<file path="src/rtl/fib_arbiter.sv">
// fib_arbiter: two-client round-robin front end for a Fibonacci recurrence (sum/prev_sum, one add per cycle).
// Optional build macro FIB_ARB_SAT_EN saturates sum to all ones once an add has carried out.
module fib_arbiter #(
  parameter int DATA_WIDTH = 32,
  parameter int IDX_WIDTH = 6
) (
  input  logic                  clk,
  input  logic                  reset,
  input  logic                  req_valid_0,
  input  logic                  req_valid_1,
  input  logic [IDX_WIDTH-1:0]  req_n_0,
  input  logic [IDX_WIDTH-1:0]  req_n_1,
  output logic                  req_ready_0,
  output logic                  req_ready_1,
  output logic                  rsp_valid_0,
  output logic                  rsp_valid_1,
  output logic [DATA_WIDTH-1:0] rsp_data_0,
  output logic [DATA_WIDTH-1:0] rsp_data_1,
  output logic                  rsp_ovf_0,
  output logic                  rsp_ovf_1,
  input  logic                  rsp_ready_0,
  input  logic                  rsp_ready_1
);
  typedef enum logic [1:0] {IDLE, BUSY, RESP} state_t;
  state_t state, state_nx;
  logic [DATA_WIDTH-1:0] sum, prev_sum, sum_nx;
  logic [DATA_WIDTH:0] add;
  logic [IDX_WIDTH-1:0] cnt;
  logic owner, ovf, rr_ptr, grant, hs, rsp_fire, step;
  always_comb begin
    grant = (rr_ptr ? req_valid_1 : req_valid_0) ? rr_ptr : ~rr_ptr;
    hs = (state == IDLE) && (req_valid_0 || req_valid_1);
    req_ready_0 = !reset && hs && !grant;
    req_ready_1 = !reset && hs && grant;
    rsp_fire = (state == RESP) && (owner ? rsp_ready_1 : rsp_ready_0);
    step = (state == BUSY) && (cnt != '0);
    add = {1'b0, sum} + {1'b0, prev_sum};
`ifdef FIB_ARB_SAT_EN
    sum_nx = (ovf || add[DATA_WIDTH]) ? '1 : add[DATA_WIDTH-1:0];
`else
    sum_nx = add[DATA_WIDTH-1:0];
`endif
    state_nx = hs ? BUSY
             : (state == BUSY && cnt == '0) ? RESP
             : rsp_fire ? IDLE
             : state;
    rsp_valid_0 = (state == RESP) && !owner;
    rsp_valid_1 = (state == RESP) && owner;
    rsp_data_0 = rsp_valid_0 ? sum : '0;
    rsp_data_1 = rsp_valid_1 ? sum : '0;
    rsp_ovf_0 = rsp_valid_0 && ovf;
    rsp_ovf_1 = rsp_valid_1 && ovf;
  end
  always_ff @(posedge clk or posedge reset) begin
    if (reset) begin
      state <= IDLE;
      sum <= DATA_WIDTH'(1);
      prev_sum <= DATA_WIDTH'(1);
      cnt <= '0;
      owner <= 1'b0;
      ovf <= 1'b0;
      rr_ptr <= 1'b0;
    end else begin
      state <= state_nx;
      if (hs) begin
        sum <= DATA_WIDTH'(1);
        prev_sum <= DATA_WIDTH'(1);
        ovf <= 1'b0;
        cnt <= grant ? req_n_1 : req_n_0;
        owner <= grant;
      end else if (step) begin
        prev_sum <= sum;
        sum <= sum_nx;
        ovf <= ovf | add[DATA_WIDTH];
        cnt <= cnt - 1'b1;
      end
      if (rsp_fire) rr_ptr <= ~owner;
    end
  end
endmodule

</file>
<file path="config.mk">
export PLATFORM = sky130hd
export DESIGN_NAME = fib_arbiter
export DESIGN_NICKNAME = d
export VERILOG_FILES = /design/src/rtl/fib_arbiter.sv
export SDC_FILE = /design/constraint.sdc
export NUM_CORES = 1
export LEC_CHECK = 0
export CORE_MARGIN = 4
export CORE_UTILIZATION = 54
export CTS_CLUSTER_SIZE = 28
export DETAILED_ROUTE_END_ITERATION = 8
export PLACE_DENSITY = 0.85
export REMOVE_ABC_BUFFERS = 1
export SYNTH_ARGS = -nofsm -noshare
export SYNTH_HDL_FRONTEND = slang
export SYNTH_SLANG_ARGS = --single-unit
</file>
<file path="constraint.sdc">
create_clock -name clk -period 8.6 [get_ports clk]
set_input_delay 1.72 -clock clk [delete_from_list [all_inputs] [get_ports clk]]
set_output_delay 1.72 -clock clk [all_outputs]
set_load 0.05 [all_outputs]
</file>
Word level (Yosys, flattened, before mapping)
Index checks and enable logic that the tools add are counted.

Flip-flop bits (word level): 75. Bits in latches: 0. Bits in writable memories: 0. Memory bits (read-only): 0. Bits of input ports: 18. Memories: 0.

Add/subtract/negate cells: 2. $mul: 0. Divide/modulo/power cells: 0. Magnitude comparators: 0. Equal/unequal tests: 2. Shifts and indexed selects: 0. Muxes and demuxes: 17. Bitwise operators: 3. Reduce and logical (&&, ||, !) cells: 20.

Operators by type and width (count): $mux W32 (6); $add A32 B32 Y33 (1); $mux W6 (3); $logic_and A1 B1 Y1 (11); $logic_not A6 Y1 (1); $mux W2 (3); $reduce_bool A6 Y1 (1); $sub A6 B1 Y6 const B (1); $mux W1 (5); $logic_not A1 Y1 (3); $reduce_bool A3 Y1 (1); $eq A2 B1 Y1 const B (1); $eq A2 B2 Y1 const B (1); $logic_not A2 Y1 (1); $not A1 Y1 (2); $reduce_bool A2 Y1 (1); $logic_or A1 B1 Y1 (1); $or A1 B1 Y1 (1).

Longest topological paths before layout
Gate-level depths: netlist (run 1).

Word-level depth: 5. Gate-level depth with buffers: 11. Depth with buffers taken out: 9.

Worst setup path after synthesis (run 1)
Ideal clock, no wire load.

Path type: input-to-output. Start: input port reset. End: output port req_ready_0. Arrival time: 3.967 ns. Required time: 6.880 ns. Path slack: 2.913 ns. Stages on the path: 2. Cell sequence: inv_1 and3_1.

Longest elaborated chain between the ends: 3.

Ends and longest elaborated chain: from (decl) (line 8) `input logic reset,`; $logic_not A1 Y1 (no line); $logic_and A1 B1 Y1 (2 in a row) (line 33) `req_ready_0 = !reset && hs && !grant;`; to (decl) (line 13) `output logic req_ready_0,`.

No other way between the ends.

Worst setup path in the final report (run 1)
Start: input port req_valid_0. End: output port req_ready_0.

Longest elaborated chain between the ends: 4. Elaborated cells on any way between the ends: 7. Classes of those cells: mux (2); reduce/logical (5).

Ends and longest elaborated chain: from (decl) (line 9) `input logic req_valid_0,`; $mux W1 or $logic_or A1 B1 Y1 (tied branches) (line 31, 32); $mux W1 or $logic_and A1 B1 Y1 (tied branches) (line 31, 32); $logic_not A1 Y1 or $logic_and A1 B1 Y1 (tied branches) (line 33); $logic_and A1 B1 Y1 * (line 33).

Mark *: on every way between the ends. The rest lies on a longest branch, timed or not.

==> flow_summary.yaml, run 1 <==
timing:
  maxSlewViolCount: 0
  maxSlewHeadroom_pct: 25.9
  hold_viol: 0
  worst_slack_ns: 2.87
  max_clock_freq_ghz: 0.175
  finalSetupViolCount: 0
  period_needed_ns: 5.73
  worst_pin_slew_ns: 1.11
  finClkSkew_ns: 0.0128
  worst_hold_slack_ns: 0.505
  fin_setup_tns_ns: 0
  fin_crit_sh_pct: 66.6
  rsz0062_at_grt: "no"
layout:
  n_antenna_cell: 0
  area_delta_synth_final_pct: 22.4
  drive_above_1_share_pct: 5.96
  finalInstanceArea_um2: 6470
  num-nets-final: 770
  seqCellArea_um2: 1880
  fillerInstances: 777
  multiInputGateArea_um2: 3240
floorplanning:
  die-area_um2: 11400
  start_util_pct: 56.4
  fp.dieH_um: 107
  die_w_um: 107
  row_count: 35
  ios: 88
  core-area_um2: 9370
power:
  power_uw: 702
  leakagePower_nw: 2.77
  power.density_nw_per_um2: 109
  ir_drop_mv: 0.0770
synthesis:
  yosysWarnings: 0
  ys_async_sr_fraction_pct: 100
  synth_area_leaders: "dfrtp_1, nand2_1, and2_1"
  synth-edff-count: 0
  yosysTopAreaCellShare_pct: 34.6
  synth-seq-cells: 75
  avgSynthCellArea_um2: 8.21
  ys_seq_area_share_pct: 35.6
  synth_flop_cell: "dfrtp_1"
  syn_area_um2: 5290
  synthCells: 644
  synth_area_leader_cell: "dfrtp_1"
  synth.distinct_cells: 61
cts:
  tritoncts: "done"
  clock_sinks: 75
  clockRootBuffer: "clkbuf_8"
  cts_buffers: 9
  clkTransAtPathRegs_ns: 0.08
  postCtsHoldBufs: 0
  clock_latency_ns: 0.35
  post-cts-setup-buffers: 0
  cts_buffer_depth: 2
  htreeDepth: 3
  cts_resized: 0
placed_design:
  io_buffers: 87
  place_area_um2: 6230
  gp_congestion: 0.919
  pre_cts_ws_ns: 2.79
  hpwl_um: 9080
detailed_routing:
  drt_iter0_markers: 271
  ant_nets: 0
  drt-pass1-iter-count: 5
  vias: 4805
  vias_per_cell: 5.65
  drt_drc_violations_left: 0
  wirelength_um: 12800
  wire_per_inst_um: 15.1
setup_path:
  path_class: "input pin to primary output"
  cp_max_fo: 9
  r2r_cells: 9
  critPathRequiredTime_ns: 6.88
  critPathArrivalTime_ns: 4.01
  cp-start-kind: "input pin"
  worst_setup_path_end_kind: "primary output"
global_route:
  grt_max_degree: 82
  grt-ovfl-total: 0
  grt_pass1_wl_um: 22300
  antenna_found_initial: 0
  busiest_layer: "met2"
  grt_pass1_vias: 4804
  grt.total_usage_pct: 23.6
  use_met1_pct: 30.3
  grt_use_met3_pct: 3.73
  grt_util_met2_pct: 41.5
hold_path:
  worstHoldPathType: "register to register"
  whs_path_depth: 2
outcome:
  outcome: "complete, no violations"
run:
  cap_violations: 0
-- state kept, by name, indices dropped and copies added, names as in the netlist --
register  flops
sum          32
ovf           1
owner         1
rr_ptr        1
state         2
cnt           6
prev_sum     32
-- synthesized netlist by cell type, drive strengths merged, types with 2 or more instances --
cell	instances
nand2	123
dfstp	2
o21bai	2
a21oi	59
o21a	3
o21ai	59
a21boi	2
xnor2	17
nor2	32
nor3	6
a211oi	3
a21o	12
a41oi	2
and2	69
a31oi	6
and3	5
o211ai	5
mux2i	5
a31o	2
mux2	4
dfrtp	73
a221oi	2
buf	11
clkbuf	19
xor2	15
nand3	35
nand4	6
inv	9
ha	33
nor4	4
nor2b	3
a22o	3
-- cell families after synthesis --
logic type	share of synthesized area, %
xor gates and xnor gates	5.30
DFF	35.6
and+or+nand+nor	26.7
adders and majority gates	8.19
muxes	1.80
buffers and inverters	3.29
AOI/OAI and AO/OA	19.1
-- power breakdown --
part,total [mW],leakage (nW),internal (mW),switching (mW)
Sequential,0.352,0.849,0.352,0
Combinational,0.0186,1.80,0.00902,0.00955
Clock,0.331,0.120,0.200,0.131
Total,0.702,2.77,0.561,0.141
-- placed cells by master (no fill, tap or decap), drive strengths merged, types with 3 or more instances in the layout --
| cell type | Yosys | final |
|---|---|---|
| and2 | 69 | 69 |
| clkdlybuf4s50 | 0 | 87 |
| o211ai | 5 | 5 |
| nor4 | 4 | 4 |
| xor2 | 15 | 15 |
| dfrtp | 73 | 73 |
| a21oi | 59 | 59 |
| nor2b | 3 | 3 |
| clkbuf | 19 | 11 |
| mux2 | 4 | 4 |
| a21o | 12 | 12 |
| bufinv | 0 | 3 |
| mux2i | 5 | 5 |
| and3 | 5 | 5 |
| nor3 | 6 | 6 |
| nand2 | 123 | 123 |
| a31oi | 6 | 6 |
| nor2 | 32 | 32 |
| o21a | 3 | 3 |
| buf | 11 | 6 |
| nand3 | 35 | 35 |
| inv | 9 | 9 |
| ha | 33 | 33 |
| o21ai | 59 | 59 |
| xnor2 | 17 | 17 |
| a22o | 3 | 3 |
| a211oi | 3 | 3 |
| nand4 | 6 | 6 |
-- final timing paths --
check / from / end / slack (ns)
max: req_valid_0 / req_ready_0 / 2.87
min: prev_sum[8]$_DFFE_PP0P_ / prev_sum[8]$_DFFE_PP0P_ / 0.50
max reg2reg: sum[0]$_DFFE_PP1P_ / ovf$_DFFE_PP0P_ / 5.85
min reg2reg: prev_sum[8]$_DFFE_PP0P_ / prev_sum[8]$_DFFE_PP0P_ / 0.50
max in group asynchronous: reset / prev_sum[19]$_DFFE_PP0P_ / 5.96
min in group asynchronous: reset / cnt[0]$_DFFE_PP0P_ / 1.99
-- layout make-up --
class | count | share of cell area (%)
inverters | 9 | 0.522
flip-flops and latches | 75 | 29.0
repair buffers | 93 | 14.2
multi-input cells | 530 | 50.1
well taps | 129 | 2.49
clock buffers | 11 | 2.18
clock inverters | 4 | 1.53
-- stage by stage --
stage,util [%],instances
6_report,69.1,851
5_1_grt,69.1,851
4_1_cts,69.1,851
3_5_place_dp,66.5,836
3_3_place_gp,66.5,836
2_1_floorplan,-,614
-- layer usage --
metal | up-vias | wire (um)
met5 | - | 0
met3 | 19 | 615
li1 | 2384 | -
met1 | 2255 | 5680
met2 | 147 | 6360
met4 | 0 | 176
-- critical path, stage by stage --
cell             delay [ns]
clkdlybuf4s50_1        0.52
inv_1                  0.06
mux2i_1                0.64
and3_1                 0.26
clkdlybuf4s50_1        0.80
(Power assumes the default switching activity.)
==> run 2: changes to the inputs <==
CORE_UTILIZATION = 49   (was 54)
PLACE_DENSITY = 0.81   (was 0.85)
clock period = 4.95 ns   (was 8.6 ns; I/O delays follow)
==> flow_summary.yaml, run 2 (synthesis results as in run 1) <==
global_route:
  grt_max_degree: 76
  grt_pass1_wl_um: 22100
  grt_pass1_vias: 4830
  antenna_found_initial: 0
  grt.total_usage_pct: 20.7
  grt-ovfl-total: 0
timing:
  maxSlewHeadroom_pct: 26.5
  rsz0062_at_grt: "no"
  hold_viol: 0
  worst_hold_slack_ns: 0.495
  max_clock_freq_ghz: 0.253
  maxSlewViolCount: 0
  period_needed_ns: 3.95
  fin_crit_sh_pct: 79.8
  worst_pin_slew_ns: 1.10
  finalSetupViolCount: 0
  fin_setup_tns_ns: 0
  finClkSkew_ns: 0.0114
cts:
  clock_latency_ns: 0.36
  clock_sinks: 75
  cts_buffer_depth: 2
  post-cts-setup-buffers: 0
  cts_buffers: 9
  clockRootBuffer: "clkbuf_8"
  cts_resized: 0
  clkTransAtPathRegs_ns: 0.08
  tritoncts: "done"
  postCtsHoldBufs: 0
  htreeDepth: 3
detailed_routing:
  wire_per_inst_um: 15.0
  drt_drc_violations_left: 0
  wirelength_um: 12900
  ant_nets: 0
  drt_iter0_markers: 298
  drt-pass1-iter-count: 5
  vias: 4864
  vias_per_cell: 5.66
layout:
  n_antenna_cell: 0
  multiInputGateArea_um2: 3240
  top_regs: "prev_sum: 32 flops, sum: 32 flops, cnt: 6 flops"
  final_cell_mix: "nand2_1, clkdlybuf4s50_1, dfrtp_1, and2_1, a21oi_1"
  seqCellArea_um2: 1880
  fillerInstances: 887
  area_delta_synth_final_pct: 22.3
  final_common_cell: "nand2_1"
  num-nets-final: 771
  drive_above_1_share_pct: 6.35
  utilization_pct: 62.1
power:
  power_frac_comb_pct: 2.8
  switchingPower_uw: 255
  ir_drop_mv: 0.103
  power.density_nw_per_um2: 180
  switching_share_pct: 21.8
  leakagePower_nw: 2.76
  p_int_uw: 911
  power_frac_seq_pct: 52.5
  power_mw: 1.17
  p_clk_share_pct: 44.7
hold_path:
  whs_path_depth: 2
  worstHoldPathType: "register to register"
  hp-start: "sum[0]$_DFFE_PP1P_"
  hold_end: "prev_sum[0]$_DFFE_PP1P_"
floorplanning:
  start_util_pct: 50.8
  fp.dieH_um: 112
  ios: 88
  row_count: 37
  die-area_um2: 12500
  core-area_um2: 10400
  die_w_um: 112
setup_path:
  critPathArrivalTime_ns: 2.96
  r2r_end: "ovf$_DFFE_PP0P_"
  critPathRequiredTime_ns: 3.96
  regToRegSetupSlack_ns: 2.26
  cp_max_fo: 19
  reg2reg_from: "sum[0]$_DFFE_PP1P_"
  worst_setup_path_end_kind: "primary output"
  r2r_cells: 9
  path_class: "register to primary output"
  cp-start-kind: "register"
placed_design:
  io_buffers: 87
  hpwl_um: 9190
  gp_congestion: 0.956
run:
  cap_violations: 0
outcome:
  outcome: "complete, no violations"
[run 2: cell types whose count changed in the layout (fill, tap and decap cells not counted), sizes merged]
cell,before,now
bufinv,3,2
clkbuf,11,9
clkinv,1,5
buf,6,7
[run 2: routing by layer]
metal / share of wire, % / track usage [%] / vias up
li1: - / - / 2388
met1: 45 / 26.3 / 2324
met5: 0 / 0 / -
met2: 50 / 36.4 / 132
met3: 4.5 / 3.97 / 20
met4: 1.2 / 5.03 / 0
[run 2: worst max-delay path by stage]
stage                               from       endpoint  slack, ns  cells after the start
floorplan           state[0]$_DFFE_PP0P_  rsp_data_0[0]       0.57                      2
global placement             req_valid_0    req_ready_0       1.12                      6
detailed placement           req_valid_0    req_ready_0       1.12                      6
CTS                 state[0]$_DFFE_PP0P_  rsp_data_0[3]       0.93                      4
global route        state[0]$_DFFE_PP0P_  rsp_data_0[4]       0.80                      4
finish              state[0]$_DFFE_PP0P_  rsp_data_0[1]        1.0                      4
[run 2: cell type report]
type	count	area share, %
Tap cell	136	2.63
Inverter	9	0.523
Clock buffer	9	1.92
Multi-Input combinational cell	530	50.1
Sequential cell	75	29.1
Clock inverter	7	1.43
Timing Repair Buffer	94	14.3
[run 2: worst max-delay path: stages (launching register included)]
cell and delay (ns):
dfrtp_1 0.46, nor3b_2 0.81, buf_4 0.36, and2_1 0.16
clkdlybuf4s50_1 0.80
[run 2: power groups by stage]
| stage | registers, mW | clock network [mW] | logic (mW) |
|---|---|---|---|
| 3_5_place_dp | 0.624 | 0 | 0.0337 |
| 6_report | 0.612 | 0.521 | 0.0330 |
| 5_1_grt | 0.612 | 0.551 | 0.0373 |
| 3_3_place_gp | 0.624 | 0 | 0.0329 |
| 4_1_cts | 0.612 | 0.527 | 0.0339 |
| 2_1_floorplan | 0.624 | 0 | 0.0143 |
[run 2: metrics by stage]
step | instances | cell area [um2] | setup WS [ns]
after CTS | 860 | 6460 | 0.927
final | 860 | 6460 | 0.999
after global placement | 844 | 6250 | 1.12
after global routing | 860 | 6460 | 0.796
after floorplan | 614 | 5150 | 0.566
after detailed placement | 844 | 6250 | 1.12
==> run 3: changes to the inputs <==
clock period = 3.63 ns   (was 4.95 ns; I/O delays follow)
==> flow_summary.yaml, run 3 (synthesis results as in run 1) <==
cts:
  htreeDepth: 3
  cts_buffers: 9
  clkTransAtPathRegs_ns: 0.08
  clock_latency_ns: 0.36
  cts_buffer_depth: 2
  clockRootBuffer: "clkbuf_8"
  cts_resized: 0
  clock_sinks: 75
  post-cts-setup-buffers: 0
  postCtsHoldBufs: 0
  tritoncts: "done"
detailed_routing:
  vias_per_cell: 5.69
  ant_nets: 0
  wire_per_inst_um: 15.2
  vias: 4921
  drt-pass1-iter-count: 7
  drt_iter0_markers: 212
  drt_drc_violations_left: 0
  wirelength_um: 13100
floorplanning:
  start_util_pct: 50.8
  fp.dieH_um: 112
  die_w_um: 112
  core-area_um2: 10400
  die-area_um2: 12500
  ios: 88
  row_count: 37
placed_design:
  io_buffers: 87
  dp.cells: 849
  gp_congestion: 0.899
  hpwl_um: 9670
outcome:
  outcome: "complete, no violations"
setup_path:
  r2r_cells: 8
  critPathRequiredTime_ns: 2.90
  path_class: "register to primary output"
  crit_family: "buffers and inverters"
  cp-start-kind: "register"
  cp_slowest_cell: "clkdlybuf4s50_1"
  slowest_delay_ns: 0.81
  crit_cells: 4
  cp_max_fo: 19
  crit_chain: "nor3b_2, buf_4, and2_1, clkdlybuf4s50_1"
  critPathArrivalTime_ns: 2.29
  worst_setup_path_end_kind: "primary output"
  cp.buffers_inverters: 2
hold_path:
  worstHoldPathType: "register to register"
  whs_path_depth: 2
timing:
  finalSetupViolCount: 0
  finClkSkew_ns: 0.0100
  hold_viol: 0
  period_needed_ns: 3.02
  worst_pin_slew_ns: 0.938
  fin_setup_tns_ns: 0
  maxSlewViolCount: 0
  maxSlewHeadroom_pct: 37.5
  fin_crit_sh_pct: 83.1
  max_clock_freq_ghz: 0.331
  rsz0062_at_grt: "no"
power:
  ir_drop_mv: 0.169
  leakagePower_nw: 2.78
  power.density_nw_per_um2: 235
  power_mw: 1.52
global_route:
  antenna_found_initial: 0
  grt_max_degree: 76
  grt_pass1_vias: 4774
  grt_pass1_wl_um: 22300
  grt.total_usage_pct: 21.1
  grt-ovfl-total: 0
layout:
  num-nets-final: 776
  drive_above_1_share_pct: 6.72
  n_antenna_cell: 0
  final_common_cell: "nand2_1"
  final_cells: 865
  top_regs: "prev_sum: 32 flops, sum: 32 flops, cnt: 6 flops"
  final_cell_mix: "nand2_1, clkdlybuf4s50_1, dfrtp_1, and2_1, a21oi_1"
  area_delta_synth_final_pct: 22.7
run:
  cap_violations: 0
-- run 3: layout make-up --
type | instances | area (um2)
multi-input cells | 530 | 3240
repair buffers | 99 | 968
flip-flops and latches | 75 | 1880
fillers | 907 | 3930
clock inverters | 2 | 37.5
well taps | 136 | 170
inverters | 9 | 33.8
clock buffers | 14 | 153
-- run 3: final timing paths --
path	from	endpoint	slack [ns]
worst min register to register	sum[0]$_DFFE_PP1P_	prev_sum[0]$_DFFE_PP1P_	0.49
worst max register to register	sum[3]$_DFFE_PP0P_	sum[27]$_DFFE_PP0P_	0.95
max in group asynchronous	reset	sum[19]$_DFFE_PP0P_	2.01
worst max-delay path	state[0]$_DFFE_PP0P_	rsp_data_0[0]	0.61
min in group asynchronous	reset	cnt[0]$_DFFE_PP0P_	1.00
worst min-delay path	sum[0]$_DFFE_PP1P_	prev_sum[0]$_DFFE_PP1P_	0.49
-- run 3: worst min-delay path, cell delays in order (launching register included) --
cell and delay, ns:
dfstp_2 0.39, nand2_1 0.06, nand2_1 0.04
-- run 3: report_power, final --
group	internal, mW	switching, mW
Sequential	0.835	0
Clock	0.338	0.304
Combinational	0.0220	0.0227
-- run 3: metrics by stage --
step	hold slack (ns)	cell area (um2)	worst slack [ns]	utilization (%)
3_5_place_dp	0.482	6290	0.936	60.4
3_3_place_gp	0.461	6290	0.943	60.4
6_report	0.489	6480	0.613	62.2
5_1_grt	0.530	6480	0.493	62.2
2_1_floorplan	0.444	5150	-0.490	-
4_1_cts	0.493	6480	0.590	62.2
-- run 3: layer usage --
| layer | track usage, % | vias to the layer above | wire length [um] |
|---|---|---|---|
| li1 | - | 2393 | - |
| met5 | 0 | - | 0 |
| met2 | 36.7 | 159 | 6480 |
| met1 | 27.2 | 2349 | 5720 |
| met3 | 2.83 | 20 | 740 |
| met4 | 6.81 | 0 | 200 |
